==> src/rtl/pointwise_mult_ctrl_pkg.sv <==
// Shared types and helpers for the pointwise multiplication controller.
package pointwise_mult_ctrl_pkg;

  typedef enum logic [1:0] {
    S_IDLE  = 2'd0,
    S_RUN   = 2'd1,
    S_DRAIN = 2'd2,
    S_DONE  = 2'd3
  } pwm_state_e;

  // Issue-to-write latency: BRAM read, one operand register, butterfly.
  function automatic int pwm_pipe_lat(input int rd_lat, input int bf_lat);
    return rd_lat + 1 + bf_lat;
  endfunction

endpackage

==> src/rtl/DelayRegisterReset.sv <==
// Fixed-depth shift register for a {valid, data} pair; reset drops every
// in-flight valid (and zeroes the data) so no stale write can escape.
module DelayRegisterReset #(
  parameter int WIDTH = 1,
  parameter int DEPTH = 1
) (
  input  logic             clk,
  input  logic             rst,
  input  logic             in_valid,
  input  logic [WIDTH-1:0] in_data,
  output logic             out_valid,
  output logic [WIDTH-1:0] out_data
);

  logic             r_valid [DEPTH];
  logic [WIDTH-1:0] r_data  [DEPTH];

  // Shift valid and data one stage per cycle; reset empties the line.
  always_ff @(posedge clk) begin
    if (rst) begin
      for (int i = 0; i < DEPTH; i++) begin
        r_valid[i] <= 1'b0;
        r_data[i]  <= '0;
      end
    end else begin
      r_valid[0] <= in_valid;
      r_data[0]  <= in_data;
      for (int i = 1; i < DEPTH; i++) begin
        r_valid[i] <= r_valid[i-1];
        r_data[i]  <= r_data[i-1];
      end
    end
  end

  assign out_valid = r_valid[DEPTH-1];
  assign out_data  = r_data[DEPTH-1];

endmodule

==> src/rtl/pointwise_mult_ctrl.sv <==
// Pointwise modular multiplication controller. Borrows butterflies 0 and 2
// (rst_pwm low), streams A/B from BRAM into them and writes results back.
// Optional feature macro: PWM_ACCUMULATE_EN adds the accumulate input and the
// c_lane0/c_lane1 ports so the result becomes C + A*B.
module pointwise_mult_ctrl
  import pointwise_mult_ctrl_pkg::*;
#(
  parameter int N           = 8192,
  parameter int LOGQ_MAX    = 54,
  parameter int ADDR_WIDTH  = $clog2(N) - 1,
  parameter int BRAM_RD_LAT = 2,
  parameter int BF_LAT      = 10
) (
  input  logic                  clk,
  input  logic                  rst,
  input  logic                  start,
`ifdef PWM_ACCUMULATE_EN
  input  logic                  accumulate,
  input  logic [LOGQ_MAX-1:0]   c_lane0,
  input  logic [LOGQ_MAX-1:0]   c_lane1,
`endif
  output logic [ADDR_WIDTH-1:0] rd_addr,
  input  logic [LOGQ_MAX-1:0]   a_lane0,
  input  logic [LOGQ_MAX-1:0]   a_lane1,
  input  logic [LOGQ_MAX-1:0]   b_lane0,
  input  logic [LOGQ_MAX-1:0]   b_lane1,
  output logic [ADDR_WIDTH-1:0] wr_addr,
  output logic [LOGQ_MAX-1:0]   wr_data0,
  output logic [LOGQ_MAX-1:0]   wr_data1,
  output logic                  wea,
  output logic                  rst_pwm,
  output logic [LOGQ_MAX-1:0]   pwm_bf0_ina,
  output logic [LOGQ_MAX-1:0]   pwm_bf0_inb,
  output logic [LOGQ_MAX-1:0]   pwm_bf0_tw,
  output logic [LOGQ_MAX-1:0]   pwm_bf2_ina,
  output logic [LOGQ_MAX-1:0]   pwm_bf2_inb,
  output logic [LOGQ_MAX-1:0]   pwm_bf2_tw,
  input  logic [LOGQ_MAX-1:0]   pwm_bf0_result,
  input  logic [LOGQ_MAX-1:0]   pwm_bf2_result,
  output logic                  busy,
  output logic                  done
);

  localparam int L     = pwm_pipe_lat(BRAM_RD_LAT, BF_LAT);
  localparam int CNT_W = $clog2(L + 1);
  localparam logic [ADDR_WIDTH-1:0] LAST_ADDR = ADDR_WIDTH'(N / 2 - 1);

  pwm_state_e            r_state;
  pwm_state_e            w_next;
  logic                  w_accept;
  logic                  w_issue;
  logic [ADDR_WIDTH-1:0] r_rd_addr;
  logic [CNT_W-1:0]      r_drain_cnt;
  logic                  w_wr_vld;
  logic [ADDR_WIDTH-1:0] w_wr_addr;
  logic [LOGQ_MAX-1:0]   r_bf0_inb;
  logic [LOGQ_MAX-1:0]   r_bf0_tw;
  logic [LOGQ_MAX-1:0]   r_bf2_inb;
  logic [LOGQ_MAX-1:0]   r_bf2_tw;

  // State register; reset overrides a coincident start.
  always_ff @(posedge clk) begin
    if (rst) r_state <= S_IDLE;
    else     r_state <= w_next;
  end

  // Next-state decode: one address per RUN cycle, then drain the pipeline.
  always_comb begin
    w_next   = r_state;
    w_accept = 1'b0;
    w_issue  = 1'b0;
    case (r_state)
      S_IDLE: begin
        if (start) begin
          w_next   = S_RUN;
          w_accept = 1'b1;
        end
      end
      S_RUN: begin
        w_issue = 1'b1;
        if (r_rd_addr == LAST_ADDR) w_next = S_DRAIN;
      end
      S_DRAIN: begin
        if (r_drain_cnt == '0) w_next = S_DONE;
      end
      S_DONE:  w_next = S_IDLE;
      default: w_next = S_IDLE;
    endcase
  end

  // Read address counter (parks at the last address) and drain countdown;
  // the countdown runs L-1..0 so the last write lands in the final DRAIN cycle.
  always_ff @(posedge clk) begin
    if (rst) begin
      r_rd_addr   <= '0;
      r_drain_cnt <= '0;
    end else begin
      if (w_accept) r_rd_addr <= '0;
      else if (r_state == S_RUN && r_rd_addr != LAST_ADDR) r_rd_addr <= r_rd_addr + 1'b1;
      if (r_state == S_RUN) r_drain_cnt <= CNT_W'(L - 1);
      else if (r_state == S_DRAIN && r_drain_cnt != '0) r_drain_cnt <= r_drain_cnt - 1'b1;
    end
  end

  // Operand register stage: lane 0 feeds butterfly 0, lane 1 feeds butterfly 2.
  always_ff @(posedge clk) begin
    if (rst) begin
      r_bf0_inb <= '0;
      r_bf0_tw  <= '0;
      r_bf2_inb <= '0;
      r_bf2_tw  <= '0;
    end else begin
      r_bf0_inb <= a_lane0;
      r_bf0_tw  <= b_lane0;
      r_bf2_inb <= a_lane1;
      r_bf2_tw  <= b_lane1;
    end
  end

`ifdef PWM_ACCUMULATE_EN
  logic                r_acc;
  logic [LOGQ_MAX-1:0] r_bf0_ina;
  logic [LOGQ_MAX-1:0] r_bf2_ina;

  // Accumulate mode is captured only when a start is accepted.
  always_ff @(posedge clk) begin
    if (rst)           r_acc <= 1'b0;
    else if (w_accept) r_acc <= accumulate;
  end

  // Addend register, aligned with the A/B operand stage.
  always_ff @(posedge clk) begin
    if (rst) begin
      r_bf0_ina <= '0;
      r_bf2_ina <= '0;
    end else begin
      r_bf0_ina <= r_acc ? c_lane0 : '0;
      r_bf2_ina <= r_acc ? c_lane1 : '0;
    end
  end

  assign pwm_bf0_ina = r_bf0_ina;
  assign pwm_bf2_ina = r_bf2_ina;
`else
  assign pwm_bf0_ina = '0;
  assign pwm_bf2_ina = '0;
`endif

  // Carries each issued address alongside its valid to the write port.
  DelayRegisterReset #(
    .WIDTH(ADDR_WIDTH),
    .DEPTH(L)
  ) u_wr_pipe (
    .clk      (clk),
    .rst      (rst),
    .in_valid (w_issue),
    .in_data  (r_rd_addr),
    .out_valid(w_wr_vld),
    .out_data (w_wr_addr)
  );

  assign rd_addr     = r_rd_addr;
  assign pwm_bf0_inb = r_bf0_inb;
  assign pwm_bf0_tw  = r_bf0_tw;
  assign pwm_bf2_inb = r_bf2_inb;
  assign pwm_bf2_tw  = r_bf2_tw;
  assign wea         = w_wr_vld;
  assign wr_addr     = w_wr_addr;
  assign wr_data0    = pwm_bf0_result;
  assign wr_data1    = pwm_bf2_result;
  assign busy        = (r_state == S_RUN) || (r_state == S_DRAIN);
  assign rst_pwm     = ~busy;
  assign done        = (r_state == S_DONE);

endmodule

==> config.mk <==
export PLATFORM = sky130hd
export DESIGN_NAME = pointwise_mult_ctrl
export DESIGN_NICKNAME = d
export VERILOG_FILES = /design/src/rtl/pointwise_mult_ctrl_pkg.sv /design/src/rtl/DelayRegisterReset.sv /design/src/rtl/pointwise_mult_ctrl.sv
export SDC_FILE = /design/constraint.sdc
export NUM_CORES = 1
export LEC_CHECK = 0
export ABC_CLOCK_PERIOD_IN_PS = 1900
export BUFFER_PORTS_ARGS = -buffer_cell sky130_fd_sc_hd__clkbuf_2
export CELL_PAD_IN_SITES_DETAIL_PLACEMENT = 1
export CELL_PAD_IN_SITES_GLOBAL_PLACEMENT = 1
export CORE_AREA = 2 2 303 305
export CTS_CLUSTER_DIAMETER = 50
export DETAILED_ROUTE_END_ITERATION = 10
export DIE_AREA = 0 0 305 307
export PLACE_DENSITY_LB_ADDON = 0.15
export RECOVER_POWER = 50
export SETUP_SLACK_MARGIN = 0.05
export SLEW_MARGIN = 20
export SYNTH_ARGS = -nofsm -noshare
export SYNTH_HDL_FRONTEND = slang
export SYNTH_SLANG_ARGS = --single-unit
==> constraint.sdc <==
create_clock -name clk -period 1.9 [get_ports clk]
set_clock_uncertainty 0.05 [all_clocks]
set_input_delay 0.19 -clock clk [delete_from_list [all_inputs] [get_ports clk]]
set_output_delay 0.19 -clock clk [all_outputs]
set_load 0.02 [all_outputs]
## Word-level counts from Yosys, hierarchy flattened

Memory sizes are Yosys's and may differ from the RTL's.
Index checks and enable logic that the tools add are counted.

- Logic and storage cells: 95
- Bits in writable memories: 169
- Input port bits: 327
- Memories kept: 2
- Output and inout bits: 460
- Bits in registers: 234

Memories:

| name | depth | bits a word | read ports | clocked after Yosys merged registers in | write ports | RTL line | text |
|---|---|---|---|---|---|---|---|
| u_wr_pipe.r_data | 13 | 12 | 13 | 0 | 13 | DelayRegisterReset.sv:16 | `logic [WIDTH-1:0] r_data [DEPTH];` |
| u_wr_pipe.r_valid | 13 | 1 | 13 | 0 | 13 | DelayRegisterReset.sv:15 | `logic r_valid [DEPTH];` |

- Reduce and logical (&&, ||, !) cells: 10
- Bitwise gates (word level): 27
- Equal/unequal tests: 8
- Add/subtract/negate cells: 2
- Multiplexer cells: 38

Operator list:

| operator | number |
|---|---|
| $mux W12 | 13 |
| $or A1 B1 Y1 | 26 |
| $mux W1 | 19 |
| $add A12 B1 Y12 const B | 1 |
| $eq A12 B12 Y1 const B | 1 |
| $ne A12 B12 Y1 const B | 1 |
| $mux W4 | 2 |
| $pmux W2 S4 | 1 |
| $mux W2 | 3 |
| $ne A2 B2 Y1 const B | 3 |
| $eq A2 B2 Y1 const B | 2 |
| $logic_not A4 Y1 | 1 |
| $reduce_bool A4 Y1 | 1 |
| $reduce_or A2 Y1 | 2 |
| $sub A4 B1 Y4 const B | 1 |
| $reduce_and A3 Y1 | 1 |
| $eq A2 B1 Y1 const B | 1 |
| $logic_and A1 B1 Y1 | 2 |
| $logic_not A2 Y1 | 1 |
| $reduce_bool A2 Y1 | 1 |
| $logic_or A1 B1 Y1 | 1 |
| $not A1 Y1 | 1 |

## Depth between registers and ports, before layout

- Depth after elaboration: 4
- Gate-level depth with buffers: 6
- Mapped depth without buffers: 6

## By module

A second synthesis with hierarchy kept.

- Cells, all modules: 1154
- Area total of the unflattened synthesis: 13023.7 um^2

By module, submodules not included:

| module | seq. area each (um^2) | instances | cells each | area an instance (um^2) |
|---|---|---|---|---|
| pointwise_mult_ctrl | 4684.5 | 1 | 786 | 8388.0 |
| DelayRegisterReset | 3383.2 | 1 | 368 | 4635.7 |

## Least setup slack after synthesis

Ideal clock, no wire load.

- Path kind: register to register
- Start point: register r_rd_addr[0] (netlist: rd_addr[0])
- End point: register r_state[1]
- Library setup time: 70 ps
- Setup slack: 0 ps
- Required time: 1780 ps
- Cell stages (with the launch flop): 6
- Clock period less this slack: 1900 ps
- Arrival: 1780 ps
- Path buffers: 0
- Cell sequence: dfxtp_1 ha_1 nand4_1 o41a_1 or3_1 a21oi_1

- Longest elaborated chain between the ends: 3

Ends and longest elaborated chain:

| item | RTL line | text |
|---|---|---|
| start: declaration | pointwise_mult_ctrl.sv:52 | `logic [ADDR_WIDTH-1:0] r_rd_addr;` |
| start signal: assignment | pointwise_mult_ctrl.sv:99 | `else if (r_state == S_RUN && r_rd_addr != LAST_ADDR) r_rd_addr <= r_rd_addr + 1'b1;` |
| $eq A12 B12 Y1 | pointwise_mult_ctrl.sv:81 | `if (r_rd_addr == LAST_ADDR) w_next = S_DRAIN;` |
| $ne A2 B2 Y1 (no source line) | - |  |
| $reduce_and A3 Y1 (no source line) | - |  |
| end signal: assignment | pointwise_mult_ctrl.sv:64 | `else r_state <= w_next;` |
| end: declaration | pointwise_mult_ctrl.sv:48 | `pwm_state_e r_state;` |

No other way between the ends.
A chain may end at the register's enable or synchronous reset.

## Worst setup path after layout

- Start point: register r_rd_addr[7] (netlist: rd_addr[7])
- End point: output port rd_addr[7]

RTL lines:

| item | RTL line | text |
|---|---|---|
| end: declaration | pointwise_mult_ctrl.sv:22 | `output logic [ADDR_WIDTH-1:0] rd_addr,` |

No word-level cell between the ends.

==> results.cfg <==
[run_status]
status = complete, no violations

[power_and_ir_drop]
swShare_pct = 25.7
intPower_uw = 18000
irDropWorstVdd_mv = 0.552
p_sw_uw = 6220
powerDensity_mw_per_mm2 = 1210
clockPowerShare_pct = 53.0
p_comb_share_pct = 10.3
seq_power_share_pct = 36.8
power_leakage_uw = 0.00887

[flow_run]
drv_cap = 0

[timing]
finalCritPeriodShare_pct = 91.5
relSlewSlack_pct = 38.4
worstMarginPinSlew_ns = 0.923
grt_setup_unrepaired = yes
max_clock_freq_ghz = 0.575
hold_slack_ns = 0.290
finalMaxSlewViolations = 0
fin_crit_ns = 1.74
finalHoldViolCount = 0
fin_tns_setup_ns = 0
finalSetupViolCount = 0

[floorplanning]
coreArea_mm2 = 0.0907
fp.dieW_um = 305
io_pins = 787
dieArea_mm2 = 0.0936
die_y_um = 307
rows = 111
initial_utilization_pct = 14.2

[yosys]
synth_top_family_by_area = simple AND/OR/NAND/NOR gates
synth.top_cell.area_share_pct = 62.7
synthSimpleGateAreaFrac_pct = 20.4
netlist-cell-type-count = 37
synthMuxAreaShare_pct = 0
async_flop_share_pct = 0
ys_warn_count = 0
synth_edf_count = 0
yosys.area_share.xor_xnor_pct = 0.204
synth_fa_ha_area_share_pct = 0.681
synthTopCellsByArea = dfxtp_1 63%, nor2b_1 19%, buf_4 13%
syn_inst = 1142
ys_seq_area_share_pct = 62.7
synth-compound-area-share_pct = 1.77
dominantRegCellSynth = dfxtp_1
ys_ff_latch = 403
syn_area_mm2 = 0.0129
yosys.area.top_type = dfxtp_1
postSynthAreaPerCell_um2 = 11.3

[clocking]
clkSlewWorstSetupHoldPaths_ns = 0.05
cts-htree-levels = 3
cts_buffers = 70
clock_sinks = 403
clockRootBuffer = clkbuf_16
clk_latency_ns = 0.60
clk_path_buf_depth = 3
cts_tree = yes

[detailed_routing]
wire_per_inst_um = 14.7
wirelength_um = 44200
antenna_left = 0
drt_iter0_markers = 260
drtPass1Iterations = 4
via_count = 9217
viasPerCell = 3.07
drc = 0

[worst_setup_path]
worstPathRequired_ns = 1.66
path_class = reg -> out
crit_slowest_cell = dfxtp_1
critPathLaunchType = flop
cp_num_buf_inv = 2
end_kind = output port
slowest_delay_ns = 0.38
crit_arrival_ns = 1.50
crit_chain = clkbuf_1, clkbuf_2
path_max_fanout = 8
cpLargestDelayFamily = buffers and inverters

[grt]
grt.overflow.total = 0
antenna_found_initial = 5
gr-usage-all-layers_pct = 9.10
grt_max_degree = 119
grt_pass1_wl_um = 63200
grt_pass1_vias = 9725

[finish]
drive_above_1_share_pct = 33.5
multiInputGateArea_mm2 = 0.00341
fillers = 10400
regArea_mm2 = 0.00807
fin_util_pct = 22.2
area_growth_pct = 56.2
nNetsFinal = 2096

[placed_design]
gp_congestion = 0.786
dp_hpwl_um = 33000
place.port_buffers = 462

[worst_hold_path]
hp-class = in -> reg
-- cell type report --
class / instances / area share (%)
clock inverters: 40 / 2.38
repair buffers: 702 / 23.3
diodes: 3 / 0.0374
inverters: 9 / 0.168
well taps: 1186 / 7.38
clock buffers: 88 / 9.62
flip-flops and latches: 403 / 40.2
multi-input cells: 576 / 16.9
-- kinds of logic after synthesis --
group | after synthesis
simple gates | 424
flops | 403
fa+ha+maj | 7
other cells | 1
xor+xnor | 3
buf+inv | 270
compound gates | 34
-- Yosys cell counts, types with 2 or more instances --
| master | count |
|---|---|
| o41ai_1 | 3 |
| xnor2_1 | 2 |
| buf_4 | 216 |
| dfxtp_1 | 403 |
| inv_1 | 9 |
| or3_1 | 5 |
| o311ai_0 | 2 |
| clkbuf_1 | 44 |
| and3_1 | 3 |
| a31oi_1 | 2 |
| a211oi_1 | 2 |
| ha_1 | 7 |
| a21o_1 | 2 |
| a21oi_1 | 11 |
| nand4_1 | 3 |
| o31ai_1 | 2 |
| nand3_1 | 4 |
| nor2b_1 | 383 |
| nor2_1 | 6 |
| o21ai_0 | 5 |
| nand2_1 | 8 |
| nor3_1 | 5 |
-- flip-flops by register name, indices dropped and copies added (netlist names), 4 cells and up --
name,flops
u_wr_pipe.r_data,156
pwm_bf0_inb,54
pwm_bf0_tw,54
pwm_bf2_inb,54
pwm_bf2_tw,54
u_wr_pipe.r_valid,13
rd_addr,12
r_drain_cnt,4
-- per-layer routing --
layer	global-route usage (%)	wire [µm]	up-vias
met2	13.9	20100	451
met3	8.46	8110	86
li1	-	-	4474
met5	0	0	-
met1	8.37	14500	4206
met4	3.66	1380	0
-- power by group through the flow --
stage | sequential, µW | clock [µW] | combinational [µW]
finish | 8910 | 12800 | 2490
global route | 8940 | 13800 | 2740
CTS | 8910 | 13400 | 2520
detailed placement | 9080 | 0 | 2060
global placement | 9070 | 0 | 2050
floorplan | 9400 | 0 | 1350
-- layout by cell type (no fill, tap or decap), types with 4 or more instances in the layout --
cell	count
nor2_1	6
nor2b_1	383
o21ai_0	5
dfxtp_2	5
nand2_1	8
nor3_1	5
clkbuf_1	17
nand3_1	4
clkbuf_8	6
dlygate4sd3_1	218
or3_1	5
clkinvlp_4	6
clkbuf_16	73
conb_1	108
a21oi_1	11
dfxtp_1	398
clkinv_2	12
ha_1	6
clkbuf_2	461
bufinv_16	6
inv_6	8
inv_1	7
buf_4	8
-- path summary, 6_finish.rpt --
| check | slack, ns | to | startpoint | depth (start not counted) |
|---|---|---|---|---|
| max reg2reg | 0.17 | rd_addr[9] | r_state[1] | 6 |
| max | 0.16 | rd_addr[7] | rd_addr[7] | 2 |
| min | 0.29 | pwm_bf2_tw[3] | b_lane1[3] | 3 |
| min reg2reg | 0.37 | u_wr_pipe.r_data[1][23] | u_wr_pipe.r_data[1][11] | 1 |
-- worst min-delay path, cell delays in order --
cell           delay [ns]
dlygate4sd3_1        0.52
clkbuf_2             0.09
nor2b_1              0.10
-- timing repair --
item,in CTS,in global routing
pin swaps,1,0
hold buffers,218,0
setup endpoints to repair,4,8
gates resized for setup,9,6
buffers inserted,1,0
hold endpoints to repair,238,0
-- metrics by stage --
step	total power, µW	setup WS, ns	instances	area, µm²
3_5_place_dp	11100	-0.0164	2657	15500
2_1_floorplan	10700	0.120	1249	13300
3_3_place_gp	11100	0.0732	2657	15500
5_1_grt	25500	0.00831	3006	20100
4_1_cts	24900	0.0298	3004	20100
6_report	24200	0.162	3007	20100
(Power assumes the default switching activity.)
